`src/rtl/dottori_rom_loader.sv`:
```
// Byte-stream feeder for the Dottori-Kun program ROM download port; holds the core
// in reset during a load. Define DOTTORI_LOADER_CHECKSUM_EN to add the LOAD_OK sum check.
module dottori_rom_loader #(
  parameter int ROM_BYTES   = 8192,
  parameter int FIFO_DEPTH  = 4,
  parameter int WR_GAP      = 1,
  parameter int HOLD_CYCLES = 16
`ifdef DOTTORI_LOADER_CHECKSUM_EN
  , parameter logic [7:0] EXPECTED_SUM = 8'h00
`endif
) (
  input  logic        CLK_4M,
  input  logic        nRESET,
  input  logic        DL_ACTIVE,
  input  logic        DL_VALID,
  input  logic [7:0]  DL_DATA,
  output logic        DL_READY,
  output logic [13:0] dn_addr,
  output logic        dn_wr,
  output logic [7:0]  dn_data,
  output logic        nCORE_RESET,
  output logic [14:0] BYTE_COUNT,
  output logic        OVERFLOW
`ifdef DOTTORI_LOADER_CHECKSUM_EN
  , output logic      LOAD_OK
`endif
);

  localparam int AW = (FIFO_DEPTH > 1) ? $clog2(FIFO_DEPTH) : 1;
  localparam int HW = $clog2(HOLD_CYCLES + 2);
  localparam int GW = $clog2(WR_GAP + 2);
  localparam logic [14:0]   ROM_LIM   = 15'(ROM_BYTES);
  localparam logic [14:0]   CNT_MAX   = '1;
  localparam logic [HW-1:0] HOLD_INIT = HW'(HOLD_CYCLES);
  localparam logic [GW-1:0] GAP_INIT  = GW'(WR_GAP);

  typedef enum logic [2:0] {IDLE, LOAD, DRAIN, HOLD, RUN} state_t;
  state_t state, state_next;

  logic          dl_active_q;
  logic          rise;
  logic [7:0]    mem [FIFO_DEPTH];
  logic [AW:0]   wr_ptr, rd_ptr;
  logic          full, empty, accept, push, pop;
  logic [7:0]    fifo_out;
  logic [GW-1:0] gap;
  logic [HW-1:0] hold;
  logic [13:0]   wr_addr;

  assign rise     = DL_ACTIVE & ~dl_active_q;
  assign empty    = (wr_ptr == rd_ptr);
  assign full     = (wr_ptr[AW] != rd_ptr[AW]) && (wr_ptr[AW-1:0] == rd_ptr[AW-1:0]);
  assign fifo_out = mem[rd_ptr[AW-1:0]];
  // Ready reflects occupancy before any same-cycle pop, so a full FIFO never accepts.
  assign DL_READY = (state == LOAD) & ~full;
  assign accept   = DL_VALID & DL_READY;
  assign push     = accept & (BYTE_COUNT < ROM_LIM);
  assign pop      = ((state == LOAD) || (state == DRAIN)) & ~empty & (gap == '0) & ~rise;

  always_ff @(posedge CLK_4M or negedge nRESET) begin
    if (!nRESET) state <= IDLE;
    else         state <= state_next;
  end

  always_comb begin
    state_next = state;
    if (rise) begin
      state_next = LOAD;
    end else begin
      case (state)
        IDLE:    state_next = HOLD;
        LOAD:    if (!DL_ACTIVE) state_next = DRAIN;
        DRAIN:   if (empty && (gap == '0)) state_next = HOLD;
        HOLD:    if (hold == '0) state_next = RUN;
        RUN:     state_next = RUN;
        default: state_next = IDLE;
      endcase
    end
  end

  always_ff @(posedge CLK_4M or negedge nRESET) begin
    if (!nRESET) begin
      dl_active_q <= 1'b0;
      wr_ptr      <= '0;
      rd_ptr      <= '0;
      gap         <= '0;
      hold        <= HOLD_INIT;
      wr_addr     <= '0;
      dn_addr     <= '0;
      dn_wr       <= 1'b0;
      dn_data     <= '0;
      nCORE_RESET <= 1'b0;
      BYTE_COUNT  <= '0;
      OVERFLOW    <= 1'b0;
    end else begin
      dl_active_q <= DL_ACTIVE;
      nCORE_RESET <= (state_next == RUN);
      dn_wr       <= pop;
      if (rise) begin
        wr_ptr     <= '0;
        rd_ptr     <= '0;
        gap        <= '0;
        wr_addr    <= '0;
        BYTE_COUNT <= '0;
        OVERFLOW   <= 1'b0;
      end else begin
        if (push) wr_ptr <= wr_ptr + 1'b1;
        if (pop) begin
          rd_ptr  <= rd_ptr + 1'b1;
          dn_addr <= wr_addr;
          dn_data <= fifo_out;
          wr_addr <= wr_addr + 1'b1;
          gap     <= GAP_INIT;
        end else if (gap != '0) begin
          gap <= gap - 1'b1;
        end
        if (accept) begin
          if (BYTE_COUNT != CNT_MAX) BYTE_COUNT <= BYTE_COUNT + 1'b1;
          if (!push) OVERFLOW <= 1'b1;
        end
      end
      if ((state == IDLE) || ((state == DRAIN) && (state_next == HOLD))) hold <= HOLD_INIT;
      else if ((state == HOLD) && (hold != '0)) hold <= hold - 1'b1;
    end
  end

  always_ff @(posedge CLK_4M) begin
    if (push) mem[wr_ptr[AW-1:0]] <= DL_DATA;
  end

`ifdef DOTTORI_LOADER_CHECKSUM_EN
  logic [7:0] sum;

  // The verdict is latched once, on the transition into RUN.
  always_ff @(posedge CLK_4M or negedge nRESET) begin
    if (!nRESET) begin
      sum     <= '0;
      LOAD_OK <= 1'b0;
    end else if (rise) begin
      sum     <= '0;
      LOAD_OK <= 1'b0;
    end else begin
      if (pop) sum <= sum + fifo_out;
      if ((state_next == RUN) && (state != RUN)) LOAD_OK <= (sum == EXPECTED_SUM) && !OVERFLOW;
    end
  end
`endif

endmodule
```
`config.mk`:
```
export PLATFORM = sky130hd
export DESIGN_NAME = dottori_rom_loader
export DESIGN_NICKNAME = d
export VERILOG_FILES = /design/src/rtl/dottori_rom_loader.sv
export SDC_FILE = /design/constraint.sdc
export NUM_CORES = 1
export LEC_CHECK = 0
export ABC_CLOCK_PERIOD_IN_PS = 4100
export BUFFER_PORTS_ARGS = -buffer_cell sky130_fd_sc_hd__buf_2
export CAP_MARGIN = 20
export CORE_AREA = 3 3 113 88
export CTS_CLUSTER_SIZE = 10
export DETAILED_ROUTE_END_ITERATION = 12
export DIE_AREA = 0 0 116 91
export PLACE_DENSITY = 0.84
export SETUP_SLACK_MARGIN = 0.5
export SLEW_MARGIN = 40
export SYNTH_ARGS = -nofsm -noshare
export SYNTH_HDL_FRONTEND = slang
export SYNTH_SLANG_ARGS = --single-unit
```
`constraint.sdc`:
```
create_clock -name CLK_4M -period 4.1 [get_ports CLK_4M]
set_input_delay 0 -clock CLK_4M [delete_from_list [all_inputs] [get_ports CLK_4M]]
set_output_delay 0 -clock CLK_4M [all_outputs]
set_load 0.02 [all_outputs]
```
Yosys cells after proc, flatten, opt, wreduce, memory -nomap -nowiden
Memories as Yosys holds them, arrays and structs flattened. A register that Yosys moved wholly into a read port is not among the register bits.
Cells that the tools add are included.
Cells by class
  magnitude comparators: 1
  bitwise operators: 11
  eq/ne operators: 11
  multiplexer cells: 24
  reductions and logical operators: 21
  add/sub/neg operators: 6
Operators with widths (count)
  15-bit 2-to-1 mux: 3
  14-bit 2-to-1 mux: 2
  3-bit 2-to-1 mux: 8
  15-bit by 1-bit adder with 15-bit output, second input constant: 1
  15-bit by 14-bit less-than comparator with 1-bit output, second input constant: 1
  15-bit != test, second input constant: 1
  3-bit case mux with 5 select lines: 1
  14-bit by 1-bit adder with 14-bit output, second input constant: 1
  2-bit nonzero test: 6
  5-bit 2-to-1 mux: 2
  3-bit by 2-bit equality test with 1-bit output, second input constant: 3
  1-bit bitwise AND: 7
  3-bit by 1-bit adder with 3-bit output, second input constant: 2
  3-bit equality test, second input constant: 2
  2-bit 2-to-1 mux: 3
  2-bit AND reduction: 3
  5-bit zero test: 1
  1-bit 2-to-1 mux: 5
  5-bit nonzero test: 1
  5-bit by 1-bit subtractor with 5-bit output, second input constant: 1
  1-bit logical AND: 4
  1-bit NOT: 4
  3-bit by 1-bit equality test with 1-bit output, second input constant: 1
  3-bit equality test: 1
  9 further kinds: 10
Word-level totals
  bits in registers: 63
  bits in writable memories: 32
  memories: 1
Memory list
  mem: depth 4, bits a word 8, rd ports 1, clocked after Yosys merged registers in 1, write ports 1, RTL line 42  | logic [7:0] mem [FIFO_DEPTH];

Longest topological paths before layout
  depth after elaboration: 9
  depth in mapped cells: 7

Worst setup path after synthesis
Ideal clock, no wire load.
  path type: reg2reg
  start: register gap[0]
  end: register dn_data[0] (read register of mem)
  required time: 3.975 ns
  setup slack: 2.087 ns
  cell stages (with the launch flop): 8
  setup time: 0.125 ns
  clock period less this slack: 2.013 ns
  arrival: 1.888 ns
  path buffers: 0
  cell sequence: dfrtp_1 inv_1 ha_1 nand2b_1 a311oi_4 nand2_4 inv_2 mux2_2
On the way
  cells in the longest elaborated chain, start to end: 4
Ends and longest elaborated chain
  start: declaration: RTL line 46  | logic [GW-1:0] gap;
  start signal: assignment: RTL line 115  | gap <= gap - 1'b1;
  2-bit zero test: RTL line 58  | assign pop = ((state == LOAD) || (state == DRAIN)) & ~empty & (gap == '0) & ~rise;
  1-bit bitwise AND (2 in a row): RTL line 58
  net pop: RTL line 44  | logic full, empty, accept, push, pop;
  2-bit AND reduction (no line)
  end: declaration: RTL line 20  | output logic [7:0] dn_data,
The timed path passes the listed nets, and every way through them passes these cells.
A chain may end at the register's enable or synchronous reset.

Worst setup path in the final report
  start: register rd_ptr[0]
  end: register dn_data[7] (read register of mem)
On the way
  cells in the longest elaborated chain, start to end: 6
Ends and longest elaborated chain
  start: declaration: RTL line 43  | logic [AW:0] wr_ptr, rd_ptr;
  start signal: assignment: RTL line 109  | rd_ptr <= rd_ptr + 1'b1;
  3-bit equality test: RTL line 51  | assign empty = (wr_ptr == rd_ptr);
  1-bit NOT: RTL line 58
  1-bit bitwise AND (3 in a row): RTL line 58
  net pop: RTL line 44
  2-bit AND reduction (no line)
The timed path passes the listed nets, and every way through them passes these cells.

==> metrics.md <==
| Metric | Value |
|---|---|
| Input/output buffers | `52` |
| Detailed-route wire length per cell | `roughly 17 um` |
| Diodes inserted | `0` |
| FFs w/ async S/R, synth | `0.6893` |
| Post-synthesis adder-cell area fraction | `0.02581` |
| Final Critical Period | `between 2 and 3 ns` |
| Vias/cell | `5.930` |
| Power per Cell Area | `around 560 nW/um^2` |
| Cts bufs inserted | `9` |
| Post-Synth Simple-Gate Area | `0.1419` |
| Commonest non-fill, non-tap cells in the layout | `dfrtp_1, buf_2, nand2_1, edfxtp_1, a21oi_1` |
| GR Overflow Total | `0` |
| Synth top area share | `0.3613` |
| Share of cells above drive strength 1 | `0.2380` |
| Final Wtd Congestion | `0.8339` |
| Synthesized area | `4848 um^2` |
| Setup violators final | `0` |
| Cts repair resizes | `0` |
| I/O pin count | `53` |
| Crit start category | `flop` |
| DRC Markers | `0` |
| Fin crit share | `0.6369` |
| Pleak | `about 2.5 nW` |
| First drt pass iteration count | `5` |
| Met2 GRT Util | `0.3075` |
| Die height | `91 um` |
| Synth-to-Final Area Change | `15.38%` |
| Critical path peak fanout | `15` |
| Post-synth top area cell | `dfrtp_1` |
| Largest net degree at the start of global routing | `38` |
| Commonest non-fill, non-tap cell in the layout | `dfrtp_1` |
| Row count | `30` |
| Rel. slew slack | `0.4422` |
| Clock Sinks | `103` |
| Largest family of logic cells by synthesized area | `simple AND/OR/NAND/NOR gates` |
| Crit. End Element | `flop` |
| Dominant synthesized flop cell | `dfrtp_1` |
| Hpwl dp | `6.510 mm` |
| Clk slew on worst S/H paths | `roughly 0.080 ns` |
| Slew Viols, Final | `0` |
| GRT Util Overall | `0.1950` |
| Final ANT Viol Nets | `0` |
| Global-route wire length before repair | `16.37 mm` |
| Register bit count reported by yosys | `103` |
| Slew @ Worst Pin | `between 0.8 and 0.9 ns` |
| Via count | `3,380` |
| Grt peak-use layer | `met2` |
| Skew-Pair Late Insertion Delay | `approximately 0.35 ns` |
| Number of synthesized flops with an enable pin | `32` |
| Vias in the first global route | `3,277` |
| Starting DRC count in detailed routing | `199` |
| Die X | `between 100 and 150 um` |
| Post-Route Skew | `0.007132 ns` |
| Post-synthesis xor/xnor area fraction | `0.02477` |
| Status | `completed` |
| Initial antenna violation count | `0` |
| Worst VDD drop | `around 400 uV` |
| YS warnings | `0` |
| Hold crit path type | `primary input to async pin` |
| Syn avg cell area | `12.27 um^2` |
| CP Cell Sequence | `xnor2_2, a311oi_4, nand2_4, inv_2, mux2_2` |
| Post-Synthesis Cells | `395` |
| Area of the die | `10,560 um^2` |
| Final #Nets | `475` |
| Unrepaired setup endpoints after global routing | `false` |
| CTS Hold Bufs | `10` |
| CTS Root Cell | `clkbuf_16` |
| Htree depth | `3` |
| Final setup TNS | `0 ns` |
| Compound-Gate Fraction of Synth Area | `0.1086` |
| Setup CP Type | `flop to flop` |
| Initial core utilization | `0.5427` |
| Cells after DPL | `544` |
| Crit path arrival time | `2.85 ns` |
| WP data required | `~4.3 ns` |
| Clk buf depth | `2` |
| Total power | `3.145 mW` |
| Core area | `8934 um^2` |
| Drt total wl | `9.743 mm` |
| Final Core Density | `0.6262` |
| Worst path slowest cell | `dfrtp_1` |
| Syn nets | `417` |
| Distinct cells, synth | `between 50 and 60` |
| Post-CTS setup buffers | `0` |
| Fmax | `approximately 0.38 GHz` |
| Most area-consuming cells after synthesis | `dfrtp_1, edfxtp_1, mux4_1, mux2_2, a21oi_1` |
| Sequential cell area fraction in the yosys report | `0.5649` |
| Mux cell area share after synthesis | `0.1035` |
| TritonCTS clock tree | `built` |
| Crit path largest cell delay | `between 0.7 and 0.8 ns` |
| Final Hold Fails | `0` |
| GR met3 Demand/Resource | `0.03997` |
| Met1 Use GR | `0.2743` |
| Max_cap viols | `0` |
| Finished Layout Cells | `570` |
## report_power, final
part,switching (mW),internal (mW)
Clock,0.409,0.431
Sequential,0.162,1.22
Combinational,0.538,0.381
Total,1.11,2.04
## final timing paths
check	slack (ns)	depth (start not counted)	start	to
worst max-delay path	1.49	5	rd_ptr[0]$_DFFE_PN0P_	dn_data[7]$_DFFE_PN0P_
worst min-delay path	0.14	2	nRESET	dn_addr[7]$_DFFE_PN0P_
worst max register to register	1.49	5	rd_ptr[0]$_DFFE_PN0P_	dn_data[7]$_DFFE_PN0P_
worst min register to register	0.51	2	dn_addr[11]$_DFFE_PN0P_	dn_addr[11]$_DFFE_PN0P_
max in group asynchronous	3.11	3	nRESET	hold[4]$_DFFE_PN1P_
min in group CLK_4M	0.25	4	DL_VALID	BYTE_COUNT[1]$_DFFE_PN0P_
## cell usage after synthesis, types with 5 or more instances
master / number
a21oi_1: 26
a31oi_1: 8
a41o_1: 7
and2_1: 5
clkbuf_1: 12
dfrtp_1: 70
edfxtp_1: 32
ha_1: 10
inv_1: 13
mux2_2: 12
mux2_4: 8
mux4_1: 7
nand2_1: 33
nand2b_1: 5
nand3_1: 15
nand4_1: 8
nor2_1: 22
nor4_1: 6
o21ai_0: 12
o31ai_1: 10
or4_1: 11
xor2_1: 6
## sequential cells by signal, indices dropped and copies added, names as in the netlist, 2 cells and up
signal and cells:
dn_data 8, BYTE_COUNT 15, wr_addr 14, rd_ptr 3, mem 32, gap 2
hold 5, wr_ptr 3, dn_addr 14, state 3
## metal layers
| metal | vias up | share of wire |
|---|---|---|
| met5 | - | 0 |
| li1 | 1606 | - |
| met1 | 1658 | 0.45 |
| met2 | 105 | 0.49 |
| met3 | 11 | 0.048 |
| met4 | 0 | 0.010 |
## cells by family after synthesis
| group | Yosys count |
|---|---|
| adders and majority gates | 10 |
| and+or+nand+nor | 128 |
| buffers and inverters | 33 |
| xor gates and xnor gates | 12 |
| AOI/OAI and AO/OA | 77 |
| muxes | 32 |
| DFF | 103 |
## critical path: cells and delay by family (launching register included)
kind                   cells  cell delay (ns)
flip-flops                 1             0.75
AO/OA/AOI/OAI              1             0.63
buffers and inverters      1             0.26
XOR/XNOR                   1             0.20
AND/OR/NAND/NOR            1             0.29
multiplexers               1             0.36
## metrics by stage
| step | cell area, um^2 | worst slack, ns | hold slack (ns) |
|---|---|---|---|
| floorplan | 4848 | 2.087 | -0.2956 |
| global placement | 5186 | 1.622 | 0.1265 |
| detailed placement | 5191 | 1.475 | 0.1361 |
| CTS | 5584 | 1.491 | 0.2343 |
| global route | 5594 | 1.311 | 0.1897 |
| finish | 5594 | 1.489 | 0.1388 |
## final cells by class
cell class | instances | area, um^2
Sequential cell | 103 | 2739
Inverter | 14 | 52.55
Timing Repair Buffer | 66 | 392.9
Tap cell | 112 | 140.1
Fill cell | 672 | 3339
Clock buffer | 9 | 225.2
Multi-Input combinational cell | 259 | 1977
Clock inverter | 7 | 67.56
(Power assumes the default switching activity.)
